<file path="src/rtl/readout_pkg.sv">
// Shared readout types and defaults for the argmax controller/datapath pair.
// Holds the controller state encoding so benches can monitor it.
package readout_pkg;

  typedef enum logic [1:0] {
    START,
    READ,
    WRITE,
    DONE
  } state_t;

  localparam int DEF_NUM_OF_NODES   = 6;
  localparam int DEF_WEIGHT_COLS    = 3;
  localparam int DEF_DOT_PROD_WIDTH = 16;

  function automatic int last_node(
    input int num_nodes = DEF_NUM_OF_NODES
  );
    return num_nodes - 1;
  endfunction

endpackage

</file>
<file path="src/rtl/argmax_datapath_if.sv">
// Controller/buffer-facing bundle of the argmax datapath.
// master drives strobes and row scores; slave is the datapath.
interface argmax_datapath_if #(
  parameter int WEIGHT_COLS           = 3,
  parameter int DOT_PROD_WIDTH        = 16,
  parameter int NUM_OF_NODES          = 6,
  parameter int COUNTER_FEATURE_WIDTH = $clog2(NUM_OF_NODES),
  parameter int MAX_ADDRESS_WIDTH     = $clog2(WEIGHT_COLS)
);

  logic read;
  logic write;
  logic done;
  logic [WEIGHT_COLS*DOT_PROD_WIDTH-1:0] row_data;
  logic [COUNTER_FEATURE_WIDTH-1:0] row_addr;
  logic [COUNTER_FEATURE_WIDTH-1:0] cnt;
  logic [MAX_ADDRESS_WIDTH-1:0] max_addi_answer [NUM_OF_NODES];
  logic result_valid;

  modport master (
    output read,
    output write,
    output done,
    output row_data,
    input  row_addr,
    input  cnt,
    input  max_addi_answer,
    input  result_valid
  );

  modport slave (
    input  read,
    input  write,
    input  done,
    input  row_data,
    output row_addr,
    output cnt,
    output max_addi_answer,
    output result_valid
  );

endinterface

</file>
<file path="src/rtl/argmax_compare.sv">
// One link of the argmax chain: keeps the best (value, index) pair.
// Strict signed greater-than, so earlier (lower) indices win ties.
module argmax_compare #(
  parameter int W  = 16,
  parameter int IW = 2
) (
  input  logic [W-1:0]  best_val,
  input  logic [IW-1:0] best_idx,
  input  logic [W-1:0]  cand_val,
  input  logic [IW-1:0] cand_idx,
  output logic [W-1:0]  new_val,
  output logic [IW-1:0] new_idx
);

  logic take;

  assign take    = $signed(cand_val) > $signed(best_val);
  assign new_val = take ? cand_val : best_val;
  assign new_idx = take ? cand_idx : best_idx;

endmodule

</file>
<file path="src/rtl/argmax_datapath.sv">
// Latches one node row of class scores and stores its argmax per node.
// Owns the saturating node counter consumed by the readout controller.
module argmax_datapath
  import readout_pkg::*;
#(
  parameter int WEIGHT_COLS           = DEF_WEIGHT_COLS,
  parameter int DOT_PROD_WIDTH        = DEF_DOT_PROD_WIDTH,
  parameter int NUM_OF_NODES          = DEF_NUM_OF_NODES,
  parameter int COUNTER_FEATURE_WIDTH = $clog2(NUM_OF_NODES),
  parameter int MAX_ADDRESS_WIDTH     = $clog2(WEIGHT_COLS)
) (
  input logic clk,
  input logic reset,
  argmax_datapath_if.slave bus
);

  localparam int DW = DOT_PROD_WIDTH;
  localparam int CW = COUNTER_FEATURE_WIDTH;
  localparam int AW = MAX_ADDRESS_WIDTH;
  localparam logic [CW-1:0] LAST = CW'(last_node(NUM_OF_NODES));

  logic [CW-1:0] cnt;
  logic [WEIGHT_COLS*DW-1:0] row_reg;
  logic [AW-1:0] ans [NUM_OF_NODES];
  logic result_valid;
  logic [AW-1:0] best_idx;

  for (genvar k = 0; k < WEIGHT_COLS; k++) begin : g_chain
    logic [DW-1:0] val;
    logic [AW-1:0] idx;
    if (k == 0) begin : g_seed
      assign val = row_reg[0 +: DW];
      assign idx = '0;
    end else begin : g_link
      argmax_compare #(
        .W  (DW),
        .IW (AW)
      ) u_cmp (
        .best_val (g_chain[k-1].val),
        .best_idx (g_chain[k-1].idx),
        .cand_val (row_reg[k*DW +: DW]),
        .cand_idx (AW'(k)),
        .new_val  (val),
        .new_idx  (idx)
      );
    end
  end

  assign best_idx = g_chain[WEIGHT_COLS-1].idx;

  // Once results are valid the block freezes until the next reset.
  always_ff @(posedge clk or posedge reset) begin
    if (reset) begin
      cnt          <= '0;
      row_reg      <= '0;
      result_valid <= 1'b0;
      for (int i = 0; i < NUM_OF_NODES; i++) begin
        ans[i] <= '0;
      end
    end else if (!result_valid) begin
      if (bus.write) begin
        ans[cnt] <= best_idx;
        if (cnt < LAST) begin
          cnt <= cnt + 1'b1;
        end
      end else if (bus.read) begin
        row_reg <= bus.row_data;
      end
      if (bus.done) begin
        result_valid <= 1'b1;
      end
    end
  end

  assign bus.cnt             = cnt;
  assign bus.row_addr        = cnt;
  assign bus.max_addi_answer = ans;
  assign bus.result_valid    = result_valid;

endmodule
</file>
<file path="src/flat_wrapper.sv">
// flat-port wrapper written by rule: the top's interface ports become plain ports
module argmax_datapath_flat import readout_pkg::*;
#(
  parameter int WEIGHT_COLS           = DEF_WEIGHT_COLS,
  parameter int DOT_PROD_WIDTH        = DEF_DOT_PROD_WIDTH,
  parameter int NUM_OF_NODES          = DEF_NUM_OF_NODES,
  parameter int COUNTER_FEATURE_WIDTH = $clog2(NUM_OF_NODES),
  parameter int MAX_ADDRESS_WIDTH     = $clog2(WEIGHT_COLS)
)
  (clk, reset, bus_read, bus_write, bus_done, bus_row_data, bus_row_addr, bus_cnt, bus_max_addi_answer, bus_result_valid);
  argmax_datapath_if #(.WEIGHT_COLS(WEIGHT_COLS), .DOT_PROD_WIDTH(DOT_PROD_WIDTH), .NUM_OF_NODES(NUM_OF_NODES), .COUNTER_FEATURE_WIDTH(COUNTER_FEATURE_WIDTH), .MAX_ADDRESS_WIDTH(MAX_ADDRESS_WIDTH)) bus_i ();
  input logic clk;
  input logic reset;
  input wire logic [$bits(bus_i.read)-1:0] bus_read;
  input wire logic [$bits(bus_i.write)-1:0] bus_write;
  input wire logic [$bits(bus_i.done)-1:0] bus_done;
  input wire logic [$bits(bus_i.row_data)-1:0] bus_row_data;
  output wire logic [$bits(bus_i.row_addr)-1:0] bus_row_addr;
  output wire logic [$bits(bus_i.cnt)-1:0] bus_cnt;
  output wire logic [$bits(bus_i.max_addi_answer)-1:0] bus_max_addi_answer;
  output wire logic [$bits(bus_i.result_valid)-1:0] bus_result_valid;
  assign bus_i.read = bus_read;
  assign bus_i.write = bus_write;
  assign bus_i.done = bus_done;
  assign bus_i.row_data = bus_row_data;
  assign bus_row_addr = bus_i.row_addr;
  assign bus_cnt = bus_i.cnt;
  assign bus_max_addi_answer = {>>{bus_i.max_addi_answer}};
  assign bus_result_valid = bus_i.result_valid;
  argmax_datapath #(.WEIGHT_COLS(WEIGHT_COLS), .DOT_PROD_WIDTH(DOT_PROD_WIDTH), .NUM_OF_NODES(NUM_OF_NODES), .COUNTER_FEATURE_WIDTH(COUNTER_FEATURE_WIDTH), .MAX_ADDRESS_WIDTH(MAX_ADDRESS_WIDTH)) u_core (.clk(clk), .reset(reset), .bus(bus_i));
endmodule
</file>
<file path="config.mk">
export PLATFORM = sky130hd
export DESIGN_NAME = argmax_datapath_flat
export DESIGN_NICKNAME = d
export VERILOG_FILES = /design/src/rtl/readout_pkg.sv /design/src/rtl/argmax_datapath_if.sv /design/src/rtl/argmax_compare.sv /design/src/rtl/argmax_datapath.sv /design/src/flat_wrapper.sv
export SDC_FILE = /design/constraint.sdc
export NUM_CORES = 1
export LEC_CHECK = 0
export ABC_CLOCK_PERIOD_IN_PS = 6250
export BUFFER_PORTS_ARGS = -buffer_cell sky130_fd_sc_hd__clkbuf_2
export CORE_MARGIN = 2
export CORE_UTILIZATION = 30
export DETAILED_ROUTE_END_ITERATION = 6
export HOLD_SLACK_MARGIN = 0.12
export SYNTH_ARGS = -nofsm -noshare
export SYNTH_HDL_FRONTEND = slang
export SYNTH_SLANG_ARGS = --single-unit
</file>
<file path="constraint.sdc">
create_clock -name clk -period 6.25 [get_ports clk]
set_clock_uncertainty 0.15 [all_clocks]
set_input_delay 0 -clock clk [delete_from_list [all_inputs] [get_ports clk]]
set_output_delay 0 -clock clk [all_outputs]
set_load 0.01 [all_outputs]
</file>
# Yosys cells after proc, flatten, opt, wreduce, memory -nomap -nowiden
# Cells that the tools add are included.
# Widths: inputs -> output; s select.
# totals
ff_bits,64
latchBits,0
ram_bits,0
rom_bits,0
inputBits,53
out_inout_bits,19
wordCells,30
n_memories,0
# classes
addsub,1
n_mul,0
div_mod_pow,0
n_lt_le_gt_ge,5
n_eq_ne,0
shifts,0
n_mux,8
bitwise_logic,3
reduce_logical,4
# ops
op,n
$gt 16x16->1,2
$mux 16,1
$bwmux 12,1
$demux 2 s3,1
$reduce_and 3->1,2
$ge 4x4->1 const B,1
$lt 4x1->1 const B,1
$mux 2,2
$not 3->4,1
$add 3x1->3 const B,1
$lt 3x3->1 const B,1
$mux 1,3
$not 1->1,2
$reduce_and 2->1,1
$logic_and 1x1->1,1

# Logic depth before layout (Yosys ltp)
# Gate-level depths: netlist of the first run.
# depth
depth_word,6
depth_mapped,16
ltp_nobuf,13

# Modules after synthesis
# A second synthesis of the first run with hierarchy kept.
# hier_totals
cells_unflattened,317
hier_area_um2,3851.2
# by_module_without_submodules
module,instances,cells_per_inst,area_per_inst_um2,seq_area_each_um2
argmax_datapath,1,158,2501.1,1601.5
argmax_compare (u_core.g_chain[1].g_link.u_cmp),1,81,688.2,0.0
argmax_compare (u_core.g_chain[2].g_link.u_cmp),1,78,661.9,0.0

# Least setup slack after synthesis of the first run
# OpenSTA, ideal clock, no wires.
# synth_timing
path_type,reg-to-reg
start,register u_core.row_reg[13]
end,register u_core.ans (netlist bit u_core.bus.max_addi_answer[11])
setup_ps,125
t_arrival_ps,3564
t_required_ps,5975
path_slack_ps,2412
stages_incl_launch_ff,17
n_path_buf,3
synth_period_minus_slack_ps,3838
path_cell_list,dfrtp_1 -> inv_1 -> ha_1 -> a21o_1 -> a2111oi_4 -> o31ai_1 -> o31a_1 -> buf_6 -> buf_12 -> mux2i_1 -> ha_1 -> nand4_1 -> or4_1 -> o21ai_0 -> a31oi_1 -> clkbuf_1 -> mux2_2
# synth_via
elab_chain_cells,5
# synth_lines
element,line,text
from (decl),argmax_datapath.sv:23,logic [WEIGHT_COLS*DW-1:0] row_reg;
from (signal assigned),argmax_datapath.sv:67,row_reg <= bus.row_data;
$gt 16x16->1,argmax_compare.sv:17,assign take = $signed(cand_val) > $signed(best_val);
$mux 16 (*),argmax_compare.sv:18,assign new_val = take ? cand_val : best_val;
$gt 16x16->1 (*),argmax_compare.sv:17,
$mux 2 (*),argmax_compare.sv:19,assign new_idx = take ? cand_idx : best_idx;
$bwmux 12 (*),argmax_datapath.sv:62,ans[cnt] <= best_idx;
"to (signal, indexed assignment)",argmax_datapath.sv:62,
to (decl),argmax_datapath.sv:24,logic [AW-1:0] ans [NUM_OF_NODES];
# Every way passes the cells marked *; elsewhere a longest branch is shown, timed or not.
# A chain may end at the register's enable or synchronous reset.

# Worst setup path after layout of the first run
# layout_timing
start,register u_core.row_reg[30]
end,register u_core.ans (netlist bit u_core.bus.max_addi_answer[4])
# layout_via
elab_chain_cells,5
word_cells_on_any_way,6
cone_classes,order compare (2); mux (4)
# layout_lines
element,line
$gt 16x16->1,argmax_compare.sv:17
$mux 16,argmax_compare.sv:18
$gt 16x16->1,argmax_compare.sv:17
$mux 2 (*),argmax_compare.sv:19
$bwmux 12 (*),argmax_datapath.sv:62
# Marks and branches as above.

==> results of run 1 <==
==> final cells by class <==
type                            instances  area (µm²)  share of cell area
Clock buffer                           12         256              0.0546
Clock inverter                          3        65.1              0.0138
Inverter                               21        78.8              0.0168
Multi-Input combinational cell        203        1640               0.349
Sequential cell                        64        1600               0.341
Tap cell                              140         175              0.0373
Timing Repair Buffer                  124         881               0.187
==> where the power goes <==
| part | total [mW] | internal, mW | switching (mW) | leakage, nW |
|---|---|---|---|---|
| Sequential | 0.477 | 0.450 | 0.0264 | 0.803 |
| Combinational | 0.261 | 0.128 | 0.133 | 1.38 |
| Clock | 0.545 | 0.368 | 0.177 | 0.159 |
==> path summary, 6_finish.rpt <==
| path | end | from | slack [ps] | cells after the start |
|---|---|---|---|---|
| worst max-delay path | u_core.bus.max_addi_answer[4] | u_core.row_reg[30] | 1280 | 11 |
| worst min-delay path | u_core.row_reg[7] | bus_row_data[7] | 250 | 4 |
| worst max register to register | u_core.bus.max_addi_answer[4] | u_core.row_reg[30] | 1280 | 11 |
| worst min register to register | u_core.bus.max_addi_answer[0] | u_core.bus.max_addi_answer[0] | 330 | 2 |
| max in group asynchronous | u_core.row_reg[42] | reset | 5120 | 4 |
| min in group asynchronous | u_core.bus.result_valid | reset | 290 | 4 |
==> worst max-delay path: stages (launching register included) <==
cell      delay [ps]
dfrtp_1          400
ha_1             350
nand4_1          170
nor4_1           420
a21boi_0         330
o31a_1           870
mux2i_1          210
ha_1             360
nand4_1          180
a2111o_1         430
a31oi_1          710
o31ai_1          210
==> per-layer routing <==
metal | vias up | wire [µm] | share of wire
li1 | 1317 | - | -
met1 | 1250 | 3730 | 0.48
met2 | 60 | 3600 | 0.46
met3 | 12 | 353 | 0.045
met4 | 0 | 146 | 0.019
met5 | - | 0 | 0
==> cell usage after synthesis <==
library cell	n
a2111o_1	1
a2111oi_4	1
a21boi_0	1
a21o_1	3
a21oi_1	12
a22oi_1	1
a2bb2oi_1	1
a31oi_1	2
buf_12	1
buf_2	2
buf_4	3
buf_6	1
clkbuf_1	7
dfrtp_1	64
ha_1	33
inv_1	21
mux2_2	38
mux2i_1	15
nand2_1	33
nand2b_1	2
nand3_1	5
nand3b_1	1
nand4_1	7
nor2_1	4
nor2b_1	4
nor3_1	1
nor3b_1	1
nor4_1	1
o211ai_1	2
o21a_1	2
o21ai_0	21
o31a_1	1
o31ai_1	8
or2_2	1
or4_1	1
==> stage by stage <==
stage          setup WS [ps]  power [mW]  cells  instance area (µm²)
2_1_floorplan           2410       0.658    302                 3410
3_3_place_gp            1610       0.711    501                 3870
3_5_place_dp            1360       0.721    501                 3870
4_1_cts                 1340        1.30    567                 4700
5_1_grt                  969        1.36    567                 4700
6_report                1280        1.28    567                 4700
==> logic make-up after synthesis <==
logic type,Yosys count,synth area share
simple gates,61,0.0837
flops,64,0.470
buf+inv,35,0.0496
fa+ha+maj,33,0.121
compound gates,56,0.106
mux,53,0.170
==> impl_metrics.py, run 1 <==
metrics = {
    "logic_synthesis": {
        "synth_seq_area_share": 0.470,
        "synth.largest_area_cell": "dfrtp_1",
        "synth_seq_cells": 64,
        "synth.distinct_cells": 35,
        "avgSynthCellArea_um2": 11.3,
        "synthTopCellsByArea": "dfrtp_1 47%, mux2_2 13%, ha_1 12%",
        "netlist_area_um2": 3410,
        "syn-num-nets": 388,
        "synth_warnings": 0,
        "synthDominantCellAreaShare": 0.470,
        "synth_cells": 302,
    },
    "place": {
        "port_buffers": 71,
        "gp_congestion": 0.825,
        "hpwl_um": 5520,
    },
    "routing": {
        "routed_via_density": 4.65,
        "ant_nets": 0,
        "post-route-drc-count": 0,
        "drt-pass1-iter-count": 4,
        "wl_per_cell_um": 13.8,
        "vias": 2639,
        "routed_wirelength_um": 7830,
        "drt_iter0_drc": 119,
    },
    "grt": {
        "grtUsageMet2": 0.225,
        "track_usage": 0.139,
        "grtUsageMet1": 0.174,
        "antenna_found_initial": 0,
        "grt_busiest_layer": "met2",
        "grt_overflow": 0,
        "grt_use_met3": 0.0439,
        "grt_max_degree": 66,
        "grt_pass1_wl_um": 13600,
        "grt_pass1_vias": 2794,
    },
    "setup_path": {
        "setup.worst_path.end_class": "flip-flop",
        "path_class": "reg -> reg",
        "crit_required_ps": 6260,
        "start_kind": "flip-flop",
        "crit_fanout": 16,
        "cp_data_arrival_time_ps": 4980,
    },
    "sta": {
        "holdWs_ps": 255,
        "setup_viol": 0,
        "post-route-min-period_ps": 4970,
        "maxSlewHeadroom": 0.316,
        "finalSetupTns_ps": 0,
        "fmax_mhz": 201,
        "timing.final.crit_share": 0.795,
        "maxSlewViolCount": 0,
        "grt_setup_unrepaired": "no",
        "hold_viol_final": 0,
        "worstMarginPinSlew_ps": 1030,
    },
    "die": {
        "io_pins": 72,
        "num_rows": 38,
        "start_util": 0.310,
        "dieArea_um2": 12200,
        "dieWidth_um": 111,
        "core_area_um2": 11000,
        "die_y_um": 111,
    },
    "power": {
        "power_density_nw_per_um2": 273,
        "peakVddDrop_mv": 0.149,
        "power.leakage_nw": 2.35,
    },
    "clocking": {
        "clk_path_buf_depth": 2,
        "clk_pin_slew_worst_paths_ps": 50,
        "clk_latency_ps": 330,
        "cts_inserted_buffers": 9,
        "root_buffer": "clkbuf_16",
        "cts_hold_buf": 51,
        "cts.sinks": 64,
        "postCtsSetupRepairBufs": 0,
        "h-tree-depth": 3,
        "postCtsResizedCells": 0,
        "cts_tree": "built",
    },
    "finish": {
        "area_growth_pct": 37.9,
        "final_util": 0.428,
        "final_common_cell": "clkbuf_2",
        "mostFrequentLayoutCells": "71 x clkbuf_2, 64 x dfrtp_1, 51 x dlygate4sd3_1",
        "num-fill-cells": 1042,
        "drive_gt1_frac": 0.302,
        "largest_register_ffs": 48,
        "nets": 509,
        "diodes": 0,
    },
    "flow_run": {
        "cap_violations": 0,
    },
    "hold_path": {
        "worst_hold_path_type": "in -> reg",
    },
    "status": {
        "status": "completed",
    },
}
Note: power is estimated with default switching activity, not from simulation.
==> inputs of run 2 (changes only) <==
Settings changed: ABC_AREA set to 1, ABC_CLOCK_PERIOD_IN_PS 6250 to 4800.
Clock period 6.25 ns to 4.8 ns, I/O delays scaled along.
==> run 2 against run 1 <==
Against the previous run: final cell count up 15%; register-to-register slack got worse by 330 ps; combinational power rose by 35%; first-iteration DRC count shrank 60%; non-clock buffer count unchanged; critical path type unchanged; critical endpoint is now u_core.bus.max_addi_answer[8]; largest cell class unchanged; largest power group unchanged.
==> impl_metrics.py, run 2 <==
metrics = {
    "status": {
        "status": "completed",
    },
    "setup_path": {
        "setup.worst_path.end_class": "flip-flop",
        "path_common_cell": "nand2_1",
        "critPathMaxStageDelay_ps": 410,
        "path_class": "reg -> reg",
        "cp_top_family": "simple AND/OR/NAND/NOR gates",
        "cp_data_arrival_time_ps": 3910,
        "critPathSlowestCell": "nand3_4",
        "worstPathCellList": "ha_1 -> a21oi_1 -> o21ai_1 -> a21oi_2 -> nand2_2 -> nand2_2 -> nand3_4 -> o21ai_2 -> ha_1 -> a21oi_1 -> nor2_1 -> nor2_1 -> nand2_1 -> nand2_1 -> nand2_1 -> nand2_1 -> nand3_1 -> nand3_1 -> nand2_1",
        "start_kind": "flip-flop",
        "crit_fanout": 32,
        "crit_required_ps": 4860,
        "critPathBufInv": 0,
    },
    "clocking": {
        "clk_path_buf_depth": 2,
        "cts_inserted_buffers": 9,
        "cts.sinks": 64,
        "root_buffer": "clkbuf_16",
        "clk_pin_slew_worst_paths_ps": 50,
        "postCtsResizedCells": 0,
        "h-tree-depth": 3,
        "clk_latency_ps": 320,
        "cts_tree": "built",
    },
    "routing": {
        "ant_nets": 0,
        "dr_wl_met3_um": 311,
        "vias": 2863,
        "routed.top_layer": "met4",
        "wl_per_cell_um": 11.9,
        "dr_wl_met2_um": 3620,
        "post-route-drc-count": 0,
        "drt_iter0_drc": 48,
        "drt-pass1-iter-count": 4,
        "wl_met1_um": 3650,
        "routed_via_density": 4.40,
        "routed_wirelength_um": 7730,
    },
    "sta": {
        "setup_viol": 0,
        "hold_viol_final": 0,
        "grt_setup_unrepaired": "no",
        "timing.final.crit_share": 0.801,
        "holdWs_ps": 217,
        "maxSlewViolCount": 0,
        "post-route-min-period_ps": 3840,
        "fmax_mhz": 260,
        "maxSlewHeadroom": 0.443,
        "finalSetupTns_ps": 0,
        "worstMarginPinSlew_ps": 835,
    },
    "finish": {
        "final_area_um2": 4900,
        "mostFrequentLayoutCells": "71 x clkbuf_2, 64 x dfrtp_1, 58 x nand2_1",
        "num-fill-cells": 1147,
        "area_growth_pct": 35.9,
        "final_common_cell": "clkbuf_2",
        "stdcell_count": 651,
        "diodes": 0,
        "largest_register_ffs": 48,
        "drive_gt1_frac": 0.321,
        "nets": 585,
    },
    "logic_synthesis": {
        "synth_seq_area_share": 0.444,
        "synth.distinct_cells": 27,
        "synth_edf_count": 0,
        "synthDominantCellAreaShare": 0.444,
        "synth_common_cells": "64 x dfrtp_1, 59 x nand2_1, 41 x inv_1",
        "synthTopCellsByArea": "dfrtp_1 44%, ha_1 11%, mux2_2 9.7%",
        "synth_seq_cells": 64,
        "synth.largest_area_cell": "dfrtp_1",
        "syn-num-nets": 464,
        "async_flop_share": 1.00,
        "avgSynthCellArea_um2": 9.54,
        "synth_cells": 378,
        "synth.most_common_cell": "dfrtp_1",
        "synth_warnings": 0,
        "netlist_area_um2": 3610,
        "synthFlopType": "dfrtp_1",
    },
    "grt": {
        "antenna_found_initial": 0,
        "grt_pass1_wl_um": 14000,
        "track_usage": 0.135,
        "grt_pass1_vias": 3051,
        "grt_max_degree": 66,
        "grt_overflow": 0,
    },
    "power": {
        "peakVddDrop_mv": 0.181,
        "fin_total_pwr_mw": 1.66,
        "power_density_nw_per_um2": 338,
        "power.leakage_nw": 2.56,
    },
    "die": {
        "io_pins": 72,
        "core_area_um2": 11900,
        "die_y_um": 114,
        "dieWidth_um": 114,
        "start_util": 0.304,
        "num_rows": 40,
        "dieArea_um2": 12900,
    },
    "place": {
        "dp_cells": 584,
        "port_buffers": 71,
        "placed_area_um2": 4070,
        "gp_congestion": 0.768,
        "hpwl_um": 5650,
    },
    "hold_path": {
        "worst_hold_path_type": "in -> reg",
    },
    "flow_run": {
        "cap_violations": 0,
    },
}
-- run 2: changes by cell type after synthesis, sizes merged, moves of 8 or more --
cell	before	now
nand2	33	77
o31ai	8	0
mux2i	15	0
nor2	4	38
inv	21	41
a21oi	12	32
nand3	5	14
-- run 2: power by group --
group | switching (mW) | internal [mW]
logic | 0.195 | 0.157
clock network | 0.229 | 0.467
registers | 0.0296 | 0.582
-- run 2: per-layer routing --
layer	vias to the layer above	global-route usage
met5	-	0
met4	0	0.0504
met3	14	0.0255
met2	59	0.224
met1	1312	0.175
li1	1478	-
-- run 2: worst paths after layout --
check / startpoint / endpoint / slack, ps / cells after the start
max reg2reg: u_core.row_reg[31] / u_core.bus.max_addi_answer[8] / 960 / 19
max: u_core.row_reg[31] / u_core.bus.max_addi_answer[8] / 960 / 19
min: bus_read / u_core.row_reg[16] / 220 / 5
max in group asynchronous: reset / u_core.row_reg[47] / 3650 / 4
min in group asynchronous: reset / u_core.bus.result_valid / 270 / 4
min reg2reg: u_core.bus.max_addi_answer[4] / u_core.bus.max_addi_answer[4] / 340 / 2
-- run 2: per-stage QoR --
step	util	setup slack, ps
after floorplan	-	1800
after global placement	0.343	1060
after detailed placement	0.343	933
final	0.413	955
after global routing	0.413	366
after CTS	0.413	903
-- run 2: repair_timing --
item | 4_1_cts | 5_1_grt
hold buffers | 51 | 0
buffers inserted | 0 | 0
hold endpoints to repair | 126 | 0
-- run 2: tightest hold or removal path: stages --
cell and delay, ps:
clkbuf_2 80, nand2_2 40, buf_4 310, nor2_1 170
a21oi_1 40
-- run 2: cells by family (layout without fill, tap and decap cells) --
family | after synthesis | count (layout) | synth area share
simple gates | 134 | 134 | 0.171
buf+inv | 55 | 181 | 0.0687
flops | 64 | 64 | 0.444
xor+xnor | 1 | 1 | 0.00243
mux | 31 | 31 | 0.0968
compound gates | 60 | 60 | 0.103
fa+ha+maj | 33 | 33 | 0.114
-- run 2: cell type report --
cell class | instances | area, µm² | area share
clock buffer | 11 | 243 | 0.0495
clock inverter | 5 | 80.1 | 0.0163
inverter | 41 | 154 | 0.0314
multi-input combinational | 259 | 1760 | 0.359
sequential | 64 | 1600 | 0.327
tap | 147 | 184 | 0.0375
timing repair buffer | 124 | 881 | 0.180
==> inputs of run 3 (changes only) <==
Settings changed: ABC_AREA 1 to 0, ABC_CLOCK_PERIOD_IN_PS 4800 to 3300.
Clock period 4.8 ns to 3.3 ns, I/O delays scaled along.
==> run 3 against run 2 <==
Against the previous run: the run now ends with negative setup slack left; core utilization increased by 7.6 points; routed wire length is 13% higher; combinational power is 120% higher; die area down 5.3%; critical path depth fell by 3; global-route usage up 1.5 points; register-to-register slack lost 1500 ps; worst hold slack better by 41 ps; final cell count down 2.8%; fmax is 0.59% lower; clock-buffer cell count up 2; clock power grew 31%.
==> impl_metrics.py, run 3 (synthesized netlist as in run 1, its figures left out) <==
metrics = {
    "hold_path": {
        "worst_hold_path_type": "in -> reg",
        "hold_start": "bus_row_data[5]",
    },
    "finish": {
        "area_growth_pct": 57.7,
        "drive_gt1_frac": 0.442,
        "mostFrequentLayoutCells": "71 x clkbuf_2, 64 x dfrtp_1, 63 x buf_4",
        "diodes": 0,
        "largest_register_ffs": 48,
        "stdcell_count": 633,
        "final_common_cell": "clkbuf_2",
        "nets": 575,
        "final_util": 0.489,
    },
    "setup_path": {
        "cp_top_family": "compound AO/OA/AOI/OAI gates",
        "crit_required_ps": 3360,
        "setup.worst_path.end_class": "flip-flop",
        "critPathSlowestCell": "or4_4",
        "endpoint": "u_core.bus.max_addi_answer[1]",
        "critPathMaxStageDelay_ps": 440,
        "worstPathCellList": "inv_2 -> ha_4 -> a21o_1 -> a2111oi_4 -> o31ai_2 -> o31a_1 -> buf_6 -> buf_12 -> mux2i_2 -> ha_1 -> nand4_1 -> buf_4 -> or4_4 -> o21ai_4 -> a31oi_4 -> mux2_4",
        "path_depth": 16,
        "crit_fanout": 6,
        "timing.critical_path.from": "u_core.row_reg[13]",
        "critPathBufInv": 4,
        "worstReg2RegStart": "u_core.row_reg[13]",
        "path_class": "reg -> reg",
        "reg2reg_depth": 16,
        "ff2ff_setup_slack_ps": -570,
        "r2r_end": "u_core.bus.max_addi_answer[1]",
        "start_kind": "flip-flop",
        "cp_data_arrival_time_ps": 3930,
    },
    "routing": {
        "vias": 2935,
        "wl_per_cell_um": 13.8,
        "routed_via_density": 4.64,
        "drt-pass1-iter-count": 4,
        "routed_wirelength_um": 8710,
        "drt_iter0_drc": 139,
        "ant_nets": 0,
        "post-route-drc-count": 0,
    },
    "grt": {
        "grt_overflow": 0,
        "grt_pass1_vias": 3048,
        "grt_max_degree": 66,
        "track_usage": 0.150,
        "grt_pass1_wl_um": 14600,
        "antenna_found_initial": 0,
    },
    "place": {
        "port_buffers": 71,
        "hpwl_um": 5950,
        "dp_cells": 552,
        "gp_congestion": 0.779,
    },
    "die": {
        "num_rows": 38,
        "dieWidth_um": 111,
        "dieArea_um2": 12200,
        "core_area_um2": 11000,
        "die_y_um": 111,
        "io_pins": 72,
        "start_util": 0.310,
    },
    "sta": {
        "hold_viol_final": 0,
        "maxSlewViolCount": 0,
        "holdWs_ps": 258,
        "grt_setup_unrepaired": "yes",
        "setup_viol": 12,
        "post-route-min-period_ps": 3870,
        "layout_setup_ws_ps": -568,
        "worstMarginPinSlew_ps": 980,
        "timing.final.crit_share": 1.17,
        "fmax_mhz": 259,
        "maxSlewHeadroom": 0.346,
    },
    "power": {
        "power.leakage_nw": 2.68,
        "fin_total_pwr_mw": 2.58,
        "power_density_nw_per_um2": 480,
        "peakVddDrop_mv": 0.489,
    },
    "status": {
        "violations": "negative setup slack",
        "status": "complete, but fails checks",
    },
    "clocking": {
        "h-tree-depth": 3,
        "root_buffer": "clkbuf_16",
        "cts_tree": "built",
        "cts.sinks": 64,
        "cts_inserted_buffers": 9,
        "clk_pin_slew_worst_paths_ps": 50,
        "clk_latency_ps": 330,
        "clk_path_buf_depth": 2,
    },
    "flow_run": {
        "cap_violations": 0,
    },
}
## run 3: cell count changes in the layout (fill, tap and decap cells not counted), moves of 7 or more
cell | previous run | this run
nand2_2 | 19 | 0
o21ai_0 | 4 | 20
mux2i_1 | 0 | 10
nor2_1 | 37 | 4
inv_1 | 40 | 18
nand3_1 | 12 | 5
buf_4 | 2 | 63
a21oi_1 | 31 | 12
nand2_1 | 58 | 33
o21ai_2 | 16 | 0
## run 3: final cells by class
class | count | area [µm²]
inverters | 21 | 78.8
clock inverters | 2 | 12.5
flip-flops and latches | 64 | 1600
multi-input cells | 204 | 1810
fillers | 968 | 5610
well taps | 140 | 175
repair buffers | 189 | 1410
clock buffers | 13 | 280
## run 3: routing by layer
| layer | routed length, µm | track usage | up-vias |
|---|---|---|---|
| met5 | 0 | 0 | - |
| met4 | 145 | 0.0583 | 0 |
| met3 | 385 | 0.0450 | 13 |
| met2 | 4210 | 0.246 | 75 |
| met1 | 3970 | 0.186 | 1394 |
| li1 | - | - | 1453 |
## run 3: repair_timing
action | 4_1_cts | 5_1_grt
buffers inserted | 10 | 3
pin swaps | 15 | 6
resized for setup | 20 | 7
endpoints found under the setup margin | 12 | 12
cloned | 2 | 0
hold buffers | 51 | 0
hold endpoints to repair | 102 | 0
## run 3: metrics by stage
stage / cell area, µm² / setup TNS [ps] / setup slack (ps)
CTS: 5320 / -5550 / -489
global placement: 4270 / -8010 / -677
floorplan: 3420 / -3260 / -332
global route: 5370 / -8430 / -725
detailed placement: 4270 / -8970 / -759
finish: 5370 / -6640 / -568
## run 3: power by group
part | internal [mW] | total, mW | leakage (nW) | switching (mW)
clock network | 0.584 | 0.910 | 0.144 | 0.326
registers | 0.853 | 0.901 | 0.803 | 0.0474
logic | 0.436 | 0.769 | 1.73 | 0.333
total | 1.87 | 2.58 | 2.68 | 0.707
## run 3: tightest hold or removal path, cell delays in order
cell and delay, ps:
dlygate4sd3_1 520, clkbuf_2 90, nand2_1 30, o21ai_0 50
## run 3: worst min-delay path by stage
stage | slack [ps] | to | depth (start not counted)
final | 260 | u_core.row_reg[5] | 4
after floorplan | -40 | u_core.bus.result_valid | 1
after detailed placement | 50 | u_core.bus.result_valid | 2
after global placement | 40 | u_core.bus.result_valid | 2
after global routing | 270 | u_core.row_reg[6] | 4
after CTS | 250 | u_core.row_reg[5] | 4
